<file path="src/rtl/alu_operand_sequencer.sv">
// alu_operand_sequencer
//   Front end for the lab ALU. Two button presses load operand A and then
//   operand B (with carry-in and op select) from the board switches. The
//   operands are held steady while a fixed settle window covers the clocked
//   multiplier. The ALU result and flags are then captured and held for
//   display until the next press.
//
// Parameters
//   N            operand/result width (>= 2)
//   WAIT_CYCLES  settle edges between the B load and the capture (>= 1)
//
// Ports
//   clk, rst      clock; asynchronous active-low reset
//   btn           raw load button (debounced, asynchronous to clk)
//   sw, cin_sw    operand switches and carry-in switch
//   op            operation select switches
//   alu_y         ALU result after the downstream op mux
//   alu_flags     {Z,N,C,V} after the downstream op mux
//   A, B, Cin     held operands / carry-in
//   shift_amount  B[$clog2(N):0], unclamped
//   op_q          held op select, drives the downstream mux
//   result, flags captured ALU outputs
//   state         current FSM state (S_A=0, S_B=1, S_WAIT=2, S_SHOW=3)
//   done          one-cycle pulse in the first S_SHOW cycle
module alu_operand_sequencer #(
    parameter int N           = 4,
    parameter int WAIT_CYCLES = 8
) (
    input  logic                 clk,
    input  logic                 rst,
    input  logic                 btn,
    input  logic [N-1:0]         sw,
    input  logic                 cin_sw,
    input  logic [3:0]           op,
    input  logic [N-1:0]         alu_y,
    input  logic [3:0]           alu_flags,
    output logic [N-1:0]         A,
    output logic [N-1:0]         B,
    output logic                 Cin,
    output logic [$clog2(N):0]   shift_amount,
    output logic [3:0]           op_q,
    output logic [N-1:0]         result,
    output logic [3:0]           flags,
    output logic [1:0]           state,
    output logic                 done
);

    localparam int SW_HI = $clog2(N);
    localparam int CW    = $clog2(WAIT_CYCLES + 1);
    localparam logic [CW-1:0] CNT_LAST = CW'(WAIT_CYCLES - 1);

    typedef enum logic [1:0] {
        S_A    = 2'd0,
        S_B    = 2'd1,
        S_WAIT = 2'd2,
        S_SHOW = 2'd3
    } state_t;

    state_t        cur, nxt;
    logic          sync1, sync2, prev;
    logic          press;
    logic [CW-1:0] cnt;
    logic          ld_a, ld_b, cap;

    // Two-flop synchronizer plus a delay flop for rising-edge detection,
    // so a held button yields exactly one press.
    always_ff @(posedge clk or negedge rst) begin
        if (!rst) begin
            sync1 <= 1'b0;
            sync2 <= 1'b0;
            prev  <= 1'b0;
        end else begin
            sync1 <= btn;
            sync2 <= sync1;
            prev  <= sync2;
        end
    end

    assign press = sync2 & ~prev;

    // State register
    always_ff @(posedge clk or negedge rst) begin
        if (!rst) cur <= S_A;
        else      cur <= nxt;
    end

    // Next-state logic; presses during S_WAIT simply fall through.
    always_comb begin
        nxt = cur;
        case (cur)
            S_A:     if (press) nxt = S_B;
            S_B:     if (press) nxt = S_WAIT;
            S_WAIT:  if (cnt == CNT_LAST) nxt = S_SHOW;
            S_SHOW:  if (press) nxt = S_A;
            default: nxt = S_A;
        endcase
    end

    // Datapath strobes decoded from the state
    always_comb begin
        ld_a = (cur == S_A) && press;
        ld_b = (cur == S_B) && press;
        cap  = (cur == S_WAIT) && (cnt == CNT_LAST);
    end

    // Operand, counter and capture registers. Each register only moves on its
    // own strobe, so the ALU inputs stay glitch-free through the settle window.
    always_ff @(posedge clk or negedge rst) begin
        if (!rst) begin
            A      <= '0;
            B      <= '0;
            Cin    <= 1'b0;
            op_q   <= 4'd0;
            cnt    <= '0;
            result <= '0;
            flags  <= 4'd0;
            done   <= 1'b0;
        end else begin
            if (ld_a) A <= sw;
            if (ld_b) begin
                B    <= sw;
                Cin  <= cin_sw;
                op_q <= op;
                cnt  <= '0;
            end else if (cur == S_WAIT && !cap) begin
                cnt <= cnt + CW'(1);
            end
            if (cap) begin
                result <= alu_y;
                flags  <= alu_flags;
            end
            // High only for the cycle after the capture edge.
            done <= cap;
        end
    end

    assign shift_amount = B[SW_HI:0];
    assign state        = cur;

endmodule

</file>
<file path="config.mk">
export PLATFORM = sky130hd
export DESIGN_NAME = alu_operand_sequencer
export DESIGN_NICKNAME = d
export VERILOG_FILES = /design/src/rtl/alu_operand_sequencer.sv
export SDC_FILE = /design/constraint.sdc
export NUM_CORES = 1
export LEC_CHECK = 0
export ABC_AREA = 1
export CORE_AREA = 2 2 57 59
export DETAILED_ROUTE_END_ITERATION = 10
export DIE_AREA = 0 0 59 61
export GPL_TIMING_DRIVEN = 1
export PLACE_DENSITY = 0.85
export SLEW_MARGIN = 0
export SYNTH_ARGS = -nofsm -noshare
export SYNTH_HDL_FRONTEND = slang
export SYNTH_SLANG_ARGS = --single-unit
</file>
<file path="constraint.sdc">
create_clock -name clk -period 2.3 [get_ports clk]
set_input_delay 0.46 -clock clk [delete_from_list [all_inputs] [get_ports clk]]
set_output_delay 0.46 -clock clk [all_outputs]
set_load 0.01 [all_outputs]
</file>
==> reports/results.tsv, run 1 <==
stage	metric	value	unit
cts	H-tree depth	2	
timing	crit path time final	1.80	ns
timing	worst-margin pin slew	0.560	ns
critical_path	Crit path arrival time	1.34	ns
timing	clock skew	0.00432	ns
timing	max_slew headroom	62.6	%
critical_path	crit-path leading delay family	buffers and inverters	
critical_path	nature of the critical path endpoint	output pin	
pwr	Pleak	0.942	nW
layout	leading cell types in the layout, fill and taps excluded	nand2_1 (57), clkdlybuf4s50_1 (46), dfrtp_1 (31)	
synthesis	mapped cell area	1360	um2
timing	setup TNS	0	ns
die	die area	3600	um2
die	die height	61	um
placed_design	detailed placement HPWL	2.16	mm
layout	Util after Layout	64.5	%
critical_path	crit path kind	reg2out	
global_routing	vias in the first global route	1061	
layout	share of layout cells above drive strength 1	8.67	%
placed_design	Port Buffers	46	
die	die width	59	um
synthesis	Ys Warns	0	
cts	total CTS buffers	5	
placed_design	Post-DP Area	1830	um2
critical_path	WP data required	1.84	ns
critical_path	slowest CP cell	clkdlybuf4s50_1	
global_routing	GR Overflow Total	0	
timing	Final Cycle Share	78.2	%
layout	most common cell after layout, fill and taps aside	nand2_1	
worst_hold_path	worst min-delay path class	reg2reg	
cts	CTS tree	yes	
cts	CTS Root Cell	clkbuf_4	
global_routing	initial antenna violation count	0	
synthesis	top_reg_cell synth	dfrtp_1	
detailed_routing	antenna viol nets, final	0	
critical_path	Max FO, Critical Path	5	
critical_path	CP bufs+invs	1	
synthesis	post-synthesis instance total	146	
synthesis	syn nets	172	
layout	Layout Nets	221	
die	I/O pins	47	
synthesis	top cell type by total area after synthesis	dfrtp_1	
global_routing	first-pass GRT wire length	4.76	mm
flow_run	Max Cap Viol	0	
cts	clk sinks	31	
cts	Clock Latency Late Sink	0.33	ns
placed_design	GPL Wtd Cong	0.692	
timing	# setup viols final	0	
cts	post-CTS setup buffer count	0	
synthesis	synth unique cells	20	
synthesis	Seq cells post-synth	31	
timing	RSZ-0062 raised after global routing	false	
synthesis	top-area cell type share of the netlist area	57.1	%
pwr	pwr dens	1270	nW/um2
critical_path	CP startpoint kind	flip-flop	
detailed_routing	vias per cell	4.85	
critical_path	cells along the critical path	clkdlybuf4s50_1	
layout	# diodes	0	
timing	endpoints failing hold	0	
die	Cell Rows	20	
detailed_routing	Initial DRT Pass Iterations	4	
timing	Setup WS post-layout	0.502	ns
cts	cts hold-fix bufs	0	
detailed_routing	Detailed Route WL	2.80	mm
timing	Slew Limit Fails	0	
detailed_routing	Wirelength per Cell	12.2	um
status	status	finished, final reports clean	
synthesis	Async S/R FF share, synth	100	%
cts	post-cts resize count	0	
detailed_routing	Vias	1111	
layout	Post-Layout Inst Area	1910	um2
pwr	VDD IR max	628	uV
detailed_routing	drt drc	0	
die	Starting Density	46.0	%
cts	clk buf depth	2	
synthesis	Post-synth EDFFs	0	
global_routing	Total Routing Usage GR	18.4	%
synthesis	largest cells by area after synthesis	dfrtp_1 (57%), nand2_1 (16%), ha_1 (5.5%)	
timing	Peak Freq	556	MHz
cts	clock slew at reported path FFs	0.10	ns
detailed_routing	drt initial violations	24	
critical_path	CP peak stage delay	0.58	ns
synthesis	Mapped Avg Cell Area	9.31	um2
die	core area	2950	um2
placed_design	dpl ws	0.651	ns
global_routing	largest net degree at the start of global routing	32	
layout	area grow syn2layout	40.2	%
synthesis	Seq/Total Area, Yosys	57.1	%
## sequential cells by signal, indices dropped and copies added (netlist names), 2 cells and up
signal  count
state       2
A           4
cnt         4
B           4
op_q        4
result      4
flags       4
## cells by family (layout without fill, tap and decap cells)
kind of cell	Yosys count	in the layout	synth area share [%]
compound gates	11	11	4.88
fa+ha+maj	6	6	5.52
buf+inv	19	69	6.81
flops	31	31	57.1
simple gates	79	79	25.7
## area by class of cell
cell class                 count  area, um2
fill                         258       1050
sequential                    31        776
multi-input combinational     96        490
timing repair buffer          47        468
clock buffer                   7       65.1
inverter                      14       57.6
tap                           33       41.3
clock inverter                 1       7.51
## worst paths after layout
path	cells after the start	to	startpoint	slack, ns
worst max-delay path	1	state[0]	state[0]$_DFFE_PN0P_	0.50
min in group asynchronous	2	result[0]$_DFFE_PN0P_	rst	0.50
max in group asynchronous	2	cnt[2]$_DFFE_PN0P_	rst	1.52
worst max register to register	5	cnt[2]$_DFFE_PN0P_	state[1]$_DFFE_PN0P_	0.60
worst min-delay path	0	sync2$_DFF_PN0_	sync1$_DFF_PN0_	0.36
worst min register to register	0	sync2$_DFF_PN0_	sync1$_DFF_PN0_	0.36
## layer usage
layer / up-vias / track usage (%) / share of wire (%) / routed length (um)
met3: 8 / 8.53 / 9.2 / 258
met5: - / 0 / 0 / 0
met1: 512 / 19.2 / 38 / 1070
met4: 0 / 9.09 / 2.5 / 71
li1: 549 / - / - / -
met2: 42 / 31.4 / 50 / 1410
## stage by stage
stage | std cells | power [mW] | hold WS [ns]
finish | 229 | 2.43 | 0.358
global route | 229 | 2.62 | 0.391
CTS | 229 | 2.46 | 0.360
detailed placement | 221 | 2.08 | 0.337
global placement | 221 | 2.03 | 0.333
floorplan | 146 | 1.51 | 0.164
## power breakdown
group / total, mW / switching [mW] / internal [mW]
Sequential: 0.956 / 0.179 / 0.777
Clock: 0.368 / 0.189 / 0.179
Combinational: 1.10 / 0.508 / 0.596
Total: 2.43 / 0.876 / 1.55
## synth_stat cells, types with 2 or more instances
cell type  count
nand2_1       57
dfrtp_1       31
inv_1         13
nand3_1       13
ha_1           6
o21ai_0        5
buf_4          4
o21ai_1        4
nor2_4         2
(Power assumes the default switching activity.)
==> inputs of run 2 (changes only) <==
Settings changed: CORE_AREA 2 2 57 59 to 2 2 62 64, DIE_AREA 0 0 59 61 to 0 0 64 66, PLACE_DENSITY 0.85 to 0.76.
Clock period 2.3 ns to 1.5 ns, I/O delays scaled along.
==> run 2 against run 1 <==
  * Die area up 17%
  * First-iteration DRC count up 4.2%
  * Total power up 48%
  * Non-clock buffer count up 5
  * Cell area up 2.6%
  * Worst setup slack worse by 0.37 ns
  * Hold slack worse by 0.029 ns
  * Clock skew up 0.0048 ns
  * Core utilization down 9.5 points
  * Critical endpoint is now cnt[0]$_DFFE_PN0P_
  * Largest cell class unchanged
  * Largest power group unchanged
  * Highest routed layer unchanged
==> reports/results.tsv, run 2 (synthesized netlist as in run 1, its figures left out) <==
stage	metric	value	unit	change
critical_path	R2R cell count	7		+2
detailed_routing	Initial DRT Pass Iterations	6		+2
global_routing	first-pass GRT wire length	4.50	mm	-5.5%
status	status	finished, final reports clean		
critical_path	Top cell by count, worst path	buf_4		
layout	# diodes	0		unchanged
detailed_routing	drt initial violations	25		+4.2%
global_routing	largest net degree at the start of global routing	32		unchanged
placed_design	detailed placement HPWL	1.96	mm	-9.4%
cts	CTS Root Cell	clkbuf_4		
placed_design	dpl ws	0.113	ns	-0.538 ns
die	die width	64	um	+8.5%
timing	Slew Limit Fails	0		unchanged
pwr	pwr dens	1840	nW/um2	+44%
global_routing	GR Overflow Total	0		unchanged
critical_path	Max FO, Critical Path	7		+2
timing	Setup WS post-layout	0.137	ns	-0.365 ns
cts	clk sinks	31		unchanged
detailed_routing	antenna viol nets, final	0		unchanged
layout	fill cell count	329		+28%
critical_path	crit-path leading delay family	buffers and inverters		
detailed_routing	Detailed Route WL	2.62	mm	-6.5%
die	Starting Density	38.3	%	-7.8 points
critical_path	Crit path arrival time	1.59	ns	+0.25 ns
cts	Clock Latency Late Sink	0.32	ns	about the same
detailed_routing	Vias	1101		-0.90%
die	die area	4220	um2	+17%
timing	# setup viols final	0		unchanged
critical_path	slowest CP cell	dfrtp_1		
cts	cts hold-fix bufs	0		unchanged
layout	most common cell after layout, fill and taps aside	nand2_1		
timing	clock skew	0.00910	ns	+0.00479 ns
layout	share of layout cells above drive strength 1	11.0	%	+2.3 points
pwr	VDD IR max	802	uV	+28%
layout	leading cell types in the layout, fill and taps excluded	nand2_1 (56), dfrtp_1 (31), dlygate4sd2_1 (27)		
critical_path	WP depth	7		+6
die	die height	66	um	+8.2%
critical_path	cells along the critical path	buf_4 -> inv_1 -> ha_1 -> nand2_2 -> buf_4 -> nand3b_1 -> nand2_1		
layout	area grow syn2layout	43.8	%	
die	core area	3550	um2	+20%
global_routing	initial antenna violation count	0		unchanged
timing	crit path time final	1.36	ns	
pwr	Pleak	1.00	nW	+6.5%
detailed_routing	Wirelength per Cell	10.6	um	-14%
layout	Util after Layout	55.0	%	-9.5 points
timing	RSZ-0062 raised after global routing	true		
die	Cell Rows	22		+10%
cts	CTS tree	yes		
placed_design	GPL Wtd Cong	0.716		+3.5%
critical_path	crit path kind	reg2reg		
timing	Final Cycle Share	90.9	%	
timing	endpoints failing hold	0		unchanged
detailed_routing	vias per cell	4.44		-8.5%
cts	clk buf depth	2		unchanged
timing	Peak Freq	734	MHz	
cts	H-tree depth	2		unchanged
critical_path	WP data required	1.73	ns	-0.11 ns
detailed_routing	drt drc	0		unchanged
critical_path	CP bufs+invs	3		+2
timing	worst-margin pin slew	0.300	ns	-0.260 ns
timing	max_slew headroom	80.0	%	+17 points
critical_path	nature of the critical path endpoint	flip-flop		
critical_path	CP peak stage delay	0.39	ns	-0.19 ns
die	I/O pins	47		unchanged
critical_path	CP startpoint kind	flip-flop		
flow_run	Max Cap Viol	0		unchanged
worst_hold_path	worst min-delay path class	in2async		
global_routing	Total Routing Usage GR	14.2	%	-4.2 points
layout	Layout Nets	226		+2.3%
placed_design	Port Buffers	46		unchanged
global_routing	vias in the first global route	1061		unchanged
cts	clock slew at reported path FFs	0.09	ns	about the same
cts	total CTS buffers	5		unchanged
## run 2: cell types whose count changed in the layout (fill, tap and decap cells not counted), moves of 2 or more
cell             delta
buf_4               +4
clkbuf_8            -2
clkdlybuf4s50_1    -27
dlygate4sd2_1      +27
## run 2: timing repair
| action | CTS | global route |
|---|---|---|
| setup buffers | 2 | 0 |
| pin swaps | 0 | 0 |
| gates resized for setup | 27 | 3 |
| endpoints found under the setup margin | 27 | 14 |
## run 2: final timing paths
kind	from	slack, ns	endpoint
min	rst	0.33	op_q[1]$_DFFE_PN0P_
max reg2reg	state[1]$_DFFE_PN0P_	0.14	cnt[0]$_DFFE_PN0P_
min reg2reg	sync1$_DFF_PN0_	0.37	sync2$_DFF_PN0_
max in group asynchronous	rst	1.00	B[2]$_DFFE_PN0P_
min in group clk	sync1$_DFF_PN0_	0.37	sync2$_DFF_PN0_
max	state[1]$_DFFE_PN0P_	0.14	cnt[0]$_DFFE_PN0P_
## run 2: cell type report
type / count / area, um2 / share of cell area (%)
flip-flops and latches: 31 / 776 / 39.7
inverters: 14 / 57.6 / 2.94
multi-input cells: 96 / 505 / 25.9
clock buffers: 6 / 41.3 / 2.11
clock inverters: 1 / 30.0 / 1.54
well taps: 48 / 60.1 / 3.07
repair buffers: 52 / 484 / 24.8
## run 2: through the flow
step	hold slack, ns	TNS, ns	total power, mW	instance area [um2]	cells
2_1_floorplan	0.00441	0	2.31	1360	146
3_3_place_gp	0.333	0	3.17	1890	239
3_5_place_dp	0.360	0	3.21	1890	239
4_1_cts	0.325	0	3.61	1940	248
5_1_grt	0.322	-0.00658	3.91	1950	248
6_report	0.329	0	3.59	1950	248
## run 2: metal layers
metal | vias to the layer above | GRT usage [%] | share of wire [%]
li1 | 562 | - | -
met1 | 492 | 15.4 | 42
met2 | 41 | 23.7 | 47
met3 | 6 | 7.16 | 9.5
met4 | 0 | 5.71 | 1.4
met5 | - | 0 | 0
## run 2: power by group
group          internal (mW)  switching, mW
combinational          0.752          0.808
clock                  0.343          0.263
sequential              1.19          0.235
